**src/rtl/rx_decode_scheduler_if.sv**
```systemverilog
// Channel-side bus of rx_decode_scheduler: per-channel codeword requests and tagged responses.
`timescale 1ns/1ps
interface rx_decode_scheduler_if #(
  parameter int NREQ = 4
);
  localparam int IDW = $clog2(NREQ);

  logic [NREQ-1:0]    req_valid;
  logic [NREQ*15-1:0] req_data;
  logic [NREQ-1:0]    req_ready;
  logic               resp_valid;
  logic [IDW-1:0]     resp_id;
  logic [14:0]        resp_data;
  logic               resp_err;

  modport master (
    output req_valid, req_data,
    input  req_ready, resp_valid, resp_id, resp_data, resp_err
  );

  modport slave (
    input  req_valid, req_data,
    output req_ready, resp_valid, resp_id, resp_data, resp_err
  );
endinterface

```
**src/rtl/rx_decode_scheduler.sv**
```systemverilog
// Round-robin scheduler sharing one 15-bit correction decoder among NREQ channels, with a tag pipeline.
// Define RX_SCHED_STATS_EN to add per-channel saturating error counters (stat_clr / stat_err).
`timescale 1ns/1ps
module rx_decode_scheduler #(
  parameter int NREQ    = 4,
  parameter int DEC_LAT = 2
) (
  input  logic               clk,
  input  logic               reset,
  input  logic               en,
  input  logic               flush,
  rx_decode_scheduler_if.slave rx,
  output logic [14:0]        dec_data_re,
  input  logic [14:0]        dec_data_out,
  input  logic               dec_error,
`ifdef RX_SCHED_STATS_EN
  input  logic               stat_clr,
  output logic [NREQ*8-1:0]  stat_err,
`endif
  output logic               busy
);
  localparam int IDW = $clog2(NREQ);
  localparam int PW  = IDW + 1;

  logic [IDW-1:0]  rr_ptr;
  logic [IDW-1:0]  grant_id;
  logic [NREQ-1:0] grant;
  logic            found;
  logic [PW-1:0]   pos;
  logic [14:0]     grant_word;
  logic            xfer;
  logic [DEC_LAT-1:0] tag_valid;
  logic [IDW-1:0]  tag_id [DEC_LAT];

  // Search starts at rr_ptr and wraps; pos carries one spare bit so the wrap works for any NREQ.
  always_comb begin
    grant    = '0;
    grant_id = '0;
    found    = 1'b0;
    pos      = '0;
    for (int k = 0; k < NREQ; k++) begin
      pos = {1'b0, rr_ptr} + PW'(k);
      if (pos >= PW'(NREQ))
        pos = pos - PW'(NREQ);
      if (!found && rx.req_valid[pos[IDW-1:0]]) begin
        found               = 1'b1;
        grant[pos[IDW-1:0]] = 1'b1;
        grant_id            = pos[IDW-1:0];
      end
    end
  end

  assign rx.req_ready = (en && !flush && !reset) ? grant : '0;
  assign xfer         = |rx.req_ready;

  always_comb begin
    grant_word = '0;
    for (int i = 0; i < NREQ; i++)
      if (grant[i])
        grant_word = rx.req_data[15*i +: 15];
  end

  // Issue register and tag shift chain; flush only kills tags, the decoder data path keeps shifting.
  always_ff @(posedge clk or posedge reset) begin
    if (reset) begin
      rr_ptr      <= '0;
      dec_data_re <= '0;
      tag_valid   <= '0;
      for (int s = 0; s < DEC_LAT; s++)
        tag_id[s] <= '0;
    end else begin
      dec_data_re  <= xfer ? grant_word : 15'd0;
      if (xfer)
        rr_ptr <= (grant_id == IDW'(NREQ-1)) ? '0 : grant_id + IDW'(1);
      tag_valid[0] <= xfer;
      tag_id[0]    <= xfer ? grant_id : '0;
      for (int s = 1; s < DEC_LAT; s++) begin
        tag_valid[s] <= tag_valid[s-1];
        tag_id[s]    <= tag_id[s-1];
      end
      if (flush)
        tag_valid <= '0;
    end
  end

  assign rx.resp_valid = tag_valid[DEC_LAT-1];
  assign rx.resp_id    = tag_valid[DEC_LAT-1] ? tag_id[DEC_LAT-1] : '0;
  assign rx.resp_data  = tag_valid[DEC_LAT-1] ? dec_data_out : 15'd0;
  assign rx.resp_err   = tag_valid[DEC_LAT-1] & dec_error;
  assign busy          = |tag_valid;

`ifdef RX_SCHED_STATS_EN
  logic [7:0] err_cnt [NREQ];

  // Clear wins over a same-cycle increment; counters stick at 255.
  always_ff @(posedge clk or posedge reset) begin
    if (reset) begin
      for (int i = 0; i < NREQ; i++)
        err_cnt[i] <= '0;
    end else if (stat_clr) begin
      for (int i = 0; i < NREQ; i++)
        err_cnt[i] <= '0;
    end else if (rx.resp_valid && rx.resp_err) begin
      for (int i = 0; i < NREQ; i++)
        if (rx.resp_id == IDW'(i) && err_cnt[i] != 8'hff)
          err_cnt[i] <= err_cnt[i] + 8'd1;
    end
  end

  always_comb begin
    stat_err = '0;
    for (int i = 0; i < NREQ; i++)
      stat_err[8*i +: 8] = err_cnt[i];
  end
`endif
endmodule
```
**src/flat_wrapper.sv**
```systemverilog
// flat-port wrapper written by rule: the top's interface ports become plain ports
module rx_decode_scheduler_flat 
#(
  parameter int NREQ    = 4,
  parameter int DEC_LAT = 2
)
  (clk, reset, en, flush, dec_data_re, dec_data_out, dec_error, busy, rx_req_valid, rx_req_data, rx_req_ready, rx_resp_valid, rx_resp_id, rx_resp_data, rx_resp_err);
  rx_decode_scheduler_if #(.NREQ(NREQ)) rx_i ();
  input  logic clk;
  input  logic reset;
  input  logic en;
  input  logic flush;
  output logic [14:0] dec_data_re;
  input  logic [14:0] dec_data_out;
  input  logic dec_error;
  output logic busy;
  input wire logic [$bits(rx_i.req_valid)-1:0] rx_req_valid;
  input wire logic [$bits(rx_i.req_data)-1:0] rx_req_data;
  output wire logic [$bits(rx_i.req_ready)-1:0] rx_req_ready;
  output wire logic [$bits(rx_i.resp_valid)-1:0] rx_resp_valid;
  output wire logic [$bits(rx_i.resp_id)-1:0] rx_resp_id;
  output wire logic [$bits(rx_i.resp_data)-1:0] rx_resp_data;
  output wire logic [$bits(rx_i.resp_err)-1:0] rx_resp_err;
  assign rx_i.req_valid = rx_req_valid;
  assign rx_i.req_data = rx_req_data;
  assign rx_req_ready = rx_i.req_ready;
  assign rx_resp_valid = rx_i.resp_valid;
  assign rx_resp_id = rx_i.resp_id;
  assign rx_resp_data = rx_i.resp_data;
  assign rx_resp_err = rx_i.resp_err;
  rx_decode_scheduler #(.NREQ(NREQ), .DEC_LAT(DEC_LAT)) u_core (.clk(clk), .reset(reset), .en(en), .flush(flush), .rx(rx_i), .dec_data_re(dec_data_re), .dec_data_out(dec_data_out), .dec_error(dec_error), .busy(busy));
endmodule
```
**config.mk**
```make
export PLATFORM = sky130hd
export DESIGN_NAME = rx_decode_scheduler_flat
export DESIGN_NICKNAME = d
export VERILOG_FILES = /design/src/rtl/rx_decode_scheduler_if.sv /design/src/rtl/rx_decode_scheduler.sv /design/src/flat_wrapper.sv
export SDC_FILE = /design/constraint.sdc
export NUM_CORES = 1
export LEC_CHECK = 0
export ABC_AREA = 1
export BUFFER_PORTS_ARGS = -buffer_cell sky130_fd_sc_hd__buf_2
export CAP_MARGIN = 20
export CORE_ASPECT_RATIO = 1.5
export CORE_MARGIN = 8
export CORE_UTILIZATION = 40
export CTS_BUF_LIST = sky130_fd_sc_hd__clkbuf_16
export CTS_CLUSTER_SIZE = 24
export DETAILED_ROUTE_END_ITERATION = 16
export GPL_ROUTABILITY_DRIVEN = 0
export PLACE_DENSITY = 0.78
export SLEW_MARGIN = 5
export SYNTH_ARGS = -nofsm -noshare
export SYNTH_HDL_FRONTEND = slang
export SYNTH_SLANG_ARGS = --single-unit
```
**constraint.sdc**
```tcl
create_clock -name clk -period 2.3 [get_ports clk]
set_input_delay 0.345 -clock clk [delete_from_list [all_inputs] [get_ports clk]]
set_output_delay 0.345 -clock clk [all_outputs]
set_load 0.05 [all_outputs]
```
==> results of run 1 <==
## per-layer routing
layer / up-vias / GRT usage, %
li1: 1244 / -
met1: 1080 / 18.1
met2: 102 / 32.3
met3: 16 / 3.09
met4: 0 / 6.65
met5: - / 0
## cells by family (layout without fill, tap and decap cells)
| group | after synthesis | after routing | share of synthesized area, % |
|---|---|---|---|
| DFF | 23 | 23 | 28.3 |
| adders and majority gates | 6 | 6 | 3.69 |
| and+or+nand+nor | 180 | 180 | 41.2 |
| buffers and inverters | 66 | 201 | 14.6 |
| AOI/OAI and AO/OA | 42 | 42 | 12.2 |
## repair_timing
item,CTS,global route
setup endpoints to repair,4,23
resized for setup,30,12
pin swaps,7,9
setup buffers,7,6
## registers in the layout (all words and copies together) (netlist names)
| register | flops |
|---|---|
| u_core.dec_data_re | 15 |
| u_core.rr_ptr | 2 |
| u_core.tag_id | 4 |
| u_core.tag_valid | 2 |
## layout make-up
type	instances	area, um2
timing repair buffer	145	860
fill	458	1920
sequential	23	576
clock buffer	3	75.1
tap	68	85.1
multi-input combinational	228	1270
clock inverter	1	5.00
inverter	52	216
## worst max-delay path: stages, from the launching register on
cell and delay (ns):
dfrtp_1 0.43, inv_6 0.05, buf_6 0.14, nand2_2 0.07
nand2_2 0.06, nand2_4 0.10, nand2_8 0.08, nor2_8 0.15
buf_4 0.13, nand3_1 0.10, nand3_2 0.09, nand2_1 0.06
inv_1 0.09, buf_6 0.15
## power groups by stage
stage	logic [uW]	registers (uW)	clock network (uW)
2_1_floorplan	2400	925	0
3_3_place_gp	3400	605	0
3_5_place_dp	3470	606	0
4_1_cts	3810	600	382
5_1_grt	4440	618	395
6_report	4100	600	377
## per-stage QoR
step,area [um2],TNS (ns),total power (uW),hold WS [ns],std cells
detailed placement,2750,0,4080,0.336,503
finish,3090,-0.0771,5070,0.152,520
global route,3090,-0.498,5450,0.190,520
CTS,2980,0,4790,0.169,514
global placement,2750,0,4000,0.336,503
floorplan,2070,-0.00500,3320,0.331,317
## placed cells by master, fill, tap and decap left out, drive strengths merged
cell type and n:
buf 145, nand3 39, clkinvlp 3, dfrtp 23
a21oi 33, nor3 1, clkinv 1, a21boi 5
ha 6, o21ai 3, clkbuf 3, o31ai 1
inv 49, nand2 117, or2 16, nor2 7
## how the worst max path moves through the flow
stage                           end  slack [ns]  depth (start not counted)
floorplan           rx_req_ready[2]      -0.005                         12
global placement    rx_req_ready[2]        0.12                         11
detailed placement  rx_req_ready[2]        0.07                         11
CTS                 rx_req_ready[3]      0.0006                         12
global route        rx_req_ready[0]       -0.11                         12
finish              rx_req_ready[3]       -0.03                         13
==> results.yml, run 1 <==
power_and_ir_drop:
  p_per_area_nw_per_um2: 1640
  ir_drop_uv: 813
  switching_power_uw: 2830
  power.share.clock_pct: 7.4
  p_sw_share_pct: 55.8
  pwr-share-seq_pct: 11.8
  p_leak_uw: 0.00188
  comb_power_share_pct: 80.8
  p_int_uw: 2240
floorplanning:
  start_util_pct: 40.6
  io_pins: 123
  die_area_um2: 7660
  core-area_um2: 5000
  die_h_um: 103
  fp.dieW_um: 74.2
  fp-row-count: 32
setup_path:
  crit_start: "u_core.rr_ptr[0]"
  regToRegStartpoint: "u_core.rr_ptr[0]"
  r2r_end: "u_core.dec_data_re[14]"
  crit_type: "reg2out"
  critical_path_required_ns: 1.96
  crit_fanout: 10
  crit_path_end_kind: "primary output"
  worst-r2r-setup-slack_ns: 0.07
  arrival_ns: 1.99
  worst_setup_path_start_kind: "register"
  reg2reg_depth: 16
finish:
  insertedDiodeCount: 0
  final_layout_size_suffix_gt1_share_pct: 41.8
  nets: 543
  synthToLayoutAreaGrowth_pct: 52.0
  final_core_util_pct: 61.7
global_route:
  grt_pass1_vias: 2328
  grt_max_degree: 29
  grt_usage_pct: 17.2
  antenna_found_initial: 0
  overflow: 0
  grt_pass1_wl_um: 10400
clock_tree:
  clkLatencyLatePin_ns: 0.26
  cts_max_level: 1
  cts_buffers: 3
  clock-sinks: 23
  cts_root_buffer: "clkbuf_16"
  cts_buffer_depth: 2
  hold_buffers: 0
  path_clk_slew_ns: 0.06
  cts_tree: "built"
synthesis:
  ys_warn_count: 0
  yosysSeqAreaShare_pct: 28.3
  synth_flop_cell: "dfrtp_1"
  synth_cell_type_count: 31
  synth.most_common_cell: "nand2_1"
  synth_top_area_cell: "dfrtp_1"
  synth.top_cell.area_share_pct: 28.3
  ys_ff_latch: 23
  syn_inst: 317
  synthTopCellsByCount: "111 x nand2_1, 49 x inv_1, 36 x nand3_1"
  async_flop_share_pct: 100
  syn_nets: 407
  synth_area_leaders: "dfrtp_1 28%, nand2_1 21%, inv_1 9.1%"
  syn-cell-area_um2: 2030
  syn_area_per_cell_um2: 6.41
  synth_enable_flop_cells: 0
drt:
  first_iter_violations: 170
  via_per_inst: 4.70
  avgRoutedWirePerCell_um: 13.7
  num_vias: 2442
  drt-met1-wl_um: 2580
  top_layer: "met4"
  ant_nets: 0
  drt_pre_antenna_iters: 5
  route.met2.wl_um: 3870
  wl_met3_um: 517
  finalWirelength_um: 7130
  drc: 0
timing:
  clock_skew_ns: 0.00381
  slew_headroom_pct: 63.6
  final-hold-violation-count: 0
  fin_crit_sh_pct: 101
  rsz0062_at_grt: "true"
  worst_pin_slew_ns: 0.545
  finalMaxSlewViolations: 0
  layout_setup_ws_ns: -0.0336
  clock.fmax_mhz: 429
  setup_viol: 3
  period_minus_slack_ns: 2.33
outcome:
  status: "complete, but fails checks"
  failed_checks: "setup timing"
job:
  drv_cap: 0
place:
  dp_hpwl_um: 5480
  place_ws_ns: 0.0669
  port_buffers: 122
hold_path:
  hp-class: "in2async"
No activity file was read; power rests on OpenSTA's default activity.
==> run 2: changes to the inputs <==
CORE_MARGIN = 10   (was 8)
PLACE_DENSITY = 0.75   (was 0.78)
==> run 2 against run 1 <==
  * The run now ends clean
  * Sequential share of layout area increased by 0.76 points
  * Count of clock-buffer cells in the layout did not move
  * Clock skew decreased by 0.0018 ns
  * Cell count down 1.9%
  * Register-to-register slack better by 0.07 ns
  * Via count down 2.3%
  * Non-clock buffer count is 9 lower
  * Maximum frequency rose by 2.1%
  * Sequential power about the same
  * Worst hold slack better by 0.0016 ns
  * Worst setup slack better by 0.048 ns
==> results.yml, run 2 (synthesis gave the netlist of run 1 again) <==
outcome:
  status: "complete, no violations"
global_route:
  use_met1_pct: 15.8
  grt_max_degree: 29
  antenna_found_initial: 0
  grt_usage_pct: 15.5
  busiest_layer: "met2"
  use_met2_pct: 29.0
  overflow: 0
  grt_pass1_wl_um: 10800
  grt.met3_usage_pct: 4.35
  grt_pass1_vias: 2300
timing:
  slew_headroom_pct: 60.1
  clock_skew_ns: 0.00206
  period_minus_slack_ns: 2.29
  setup_viol: 0
  clock.fmax_mhz: 438
  final-hold-violation-count: 0
  rsz0062_at_grt: "true"
  finalMaxSlewViolations: 0
  fin_crit_sh_pct: 99.4
  worst_pin_slew_ns: 0.596
floorplanning:
  die_area_um2: 8390
  fp-row-count: 31
  die_h_um: 107
  start_util_pct: 41.6
  io_pins: 123
  core-area_um2: 4890
  fp.dieW_um: 78.2
drt:
  ant_nets: 0
  drt_pre_antenna_iters: 4
  drc: 0
  first_iter_violations: 153
  num_vias: 2387
  finalWirelength_um: 7030
  avgRoutedWirePerCell_um: 13.8
  via_per_inst: 4.68
finish:
  synthToLayoutAreaGrowth_pct: 46.3
  reg.largest.list: "u_core.dec_data_re x15, u_core.tag_id x4"
  insertedDiodeCount: 0
  top_register: "u_core.dec_data_re"
  nets: 535
  final_cell_mix: "119 x buf_2, 105 x nand2_1, 43 x inv_1"
  largest_reg_flops: 15
  nFillCells: 485
  final_core_util_pct: 60.8
  final_layout_size_suffix_gt1_share_pct: 40.5
  final_common_cell: "buf_2"
clock_tree:
  cts_max_level: 1
  cts_buffer_depth: 2
  cts_buffers: 3
  path_clk_slew_ns: 0.06
  cts_tree: "built"
  cts_root_buffer: "clkbuf_16"
  clock-sinks: 23
  clkLatencyLatePin_ns: 0.25
setup_path:
  crit_fanout: 6
  critPathBufInv: 3
  crit_path_max_incr_delay_ns: 0.44
  critical_path_required_ns: 1.96
  crit_chain: "inv_6 > ha_4 > nand3_1 > nand2_4 > nor2_4 > nand3_1 > nand3_2 > nand2_1 > inv_1 > buf_6"
  crit_type: "reg2out"
  path_common_cell: "nand3_1"
  arrival_ns: 1.94
  worst_setup_path_start_kind: "register"
  cp_slowest_cell: "dfrtp_2"
  critical_path.top_delay_family: "simple AND/OR/NAND/NOR gates"
  crit_path_end_kind: "primary output"
power_and_ir_drop:
  comb_power_share_pct: 79.6
  p_int_uw: 2030
  pwr-share-seq_pct: 12.7
  p_sw_share_pct: 57.2
  power.share.clock_pct: 7.7
  switching_power_uw: 2720
  p_per_area_nw_per_um2: 1600
  finalPower_uw: 4750
  ir_drop_uv: 821
  p_leak_uw: 0.00182
place:
  port_buffers: 122
  dp_hpwl_um: 5650
hold_path:
  hp-class: "in2async"
job:
  drv_cap: 0
==> run 2: changes by cell type in the layout (fill, tap and decap cells not counted), sizes merged <==
cell,before,now
nor2,7,8
buf,145,136
==> run 2: stage by stage <==
step / hold slack [ns] / area [um2] / TNS, ns / instances / setup slack [ns]
6_report: 0.153 / 2970 / 0 / 510 / 0.0149
5_1_grt: 0.180 / 2970 / -0.271 / 510 / -0.0995
4_1_cts: 0.162 / 2920 / 0 / 507 / 0.00184
3_5_place_dp: 0.345 / 2750 / 0 / 501 / 0.0926
3_3_place_gp: 0.335 / 2750 / 0 / 501 / 0.149
2_1_floorplan: 0.331 / 2070 / -0.00500 / 317 / -0.00500
==> run 2: final cells by class <==
class,count,area (um2),area share [%]
inverter,52,214,7.20
tap,66,82.6,2.78
multi-input combinational,229,1250,42.0
clock inverter,1,5.00,0.168
sequential,23,577,19.4
clock buffer,3,75.1,2.53
timing repair buffer,136,769,25.9
==> run 2: final timing paths <==
kind,slack (ns),depth (start not counted),to,start
min,0.15,3,u_core.dec_data_re[12],reset
max in group asynchronous,1.91,3,u_core.rr_ptr[0],reset
min in group clk,0.25,2,u_core.tag_valid[1],flush
min reg2reg,0.35,0,u_core.tag_id[1],u_core.tag_id[3]
max,0.01,10,rx_req_ready[3],u_core.rr_ptr[0]
max reg2reg,0.14,13,u_core.dec_data_re[4],u_core.rr_ptr[0]
==> run 2: power by group through the flow <==
stage / Clock [uW] / Combinational, uW / Sequential (uW)
6_report: 366 / 3780 / 602
5_1_grt: 399 / 4130 / 619
4_1_cts: 369 / 3640 / 603
3_5_place_dp: 0 / 3460 / 607
3_3_place_gp: 0 / 3410 / 606
2_1_floorplan: 0 / 2400 / 925
==> run 2: worst min-delay path: stages <==
cell and delay (ns):
buf_2 0.10, inv_1 0.06, buf_4 0.29
==> run 2: per-layer routing <==
| layer | vias up | wire length [um] | part of all wire (%) |
|---|---|---|---|
| met2 | 87 | 3910 | 56 |
| li1 | 1230 | - | - |
| met3 | 18 | 464 | 6.6 |
| met4 | 0 | 196 | 2.8 |
| met5 | - | 0 | 0 |
| met1 | 1052 | 2460 | 35 |
==> run 2: timing repair <==
action                                  in CTS  in global routing
hold buffers                                 0                  0
endpoints found under the setup margin       4                 10
buffers inserted                             1                  2
cloned                                       1                  1
pin swaps                                    3                 10
gates resized for setup                     22                 10
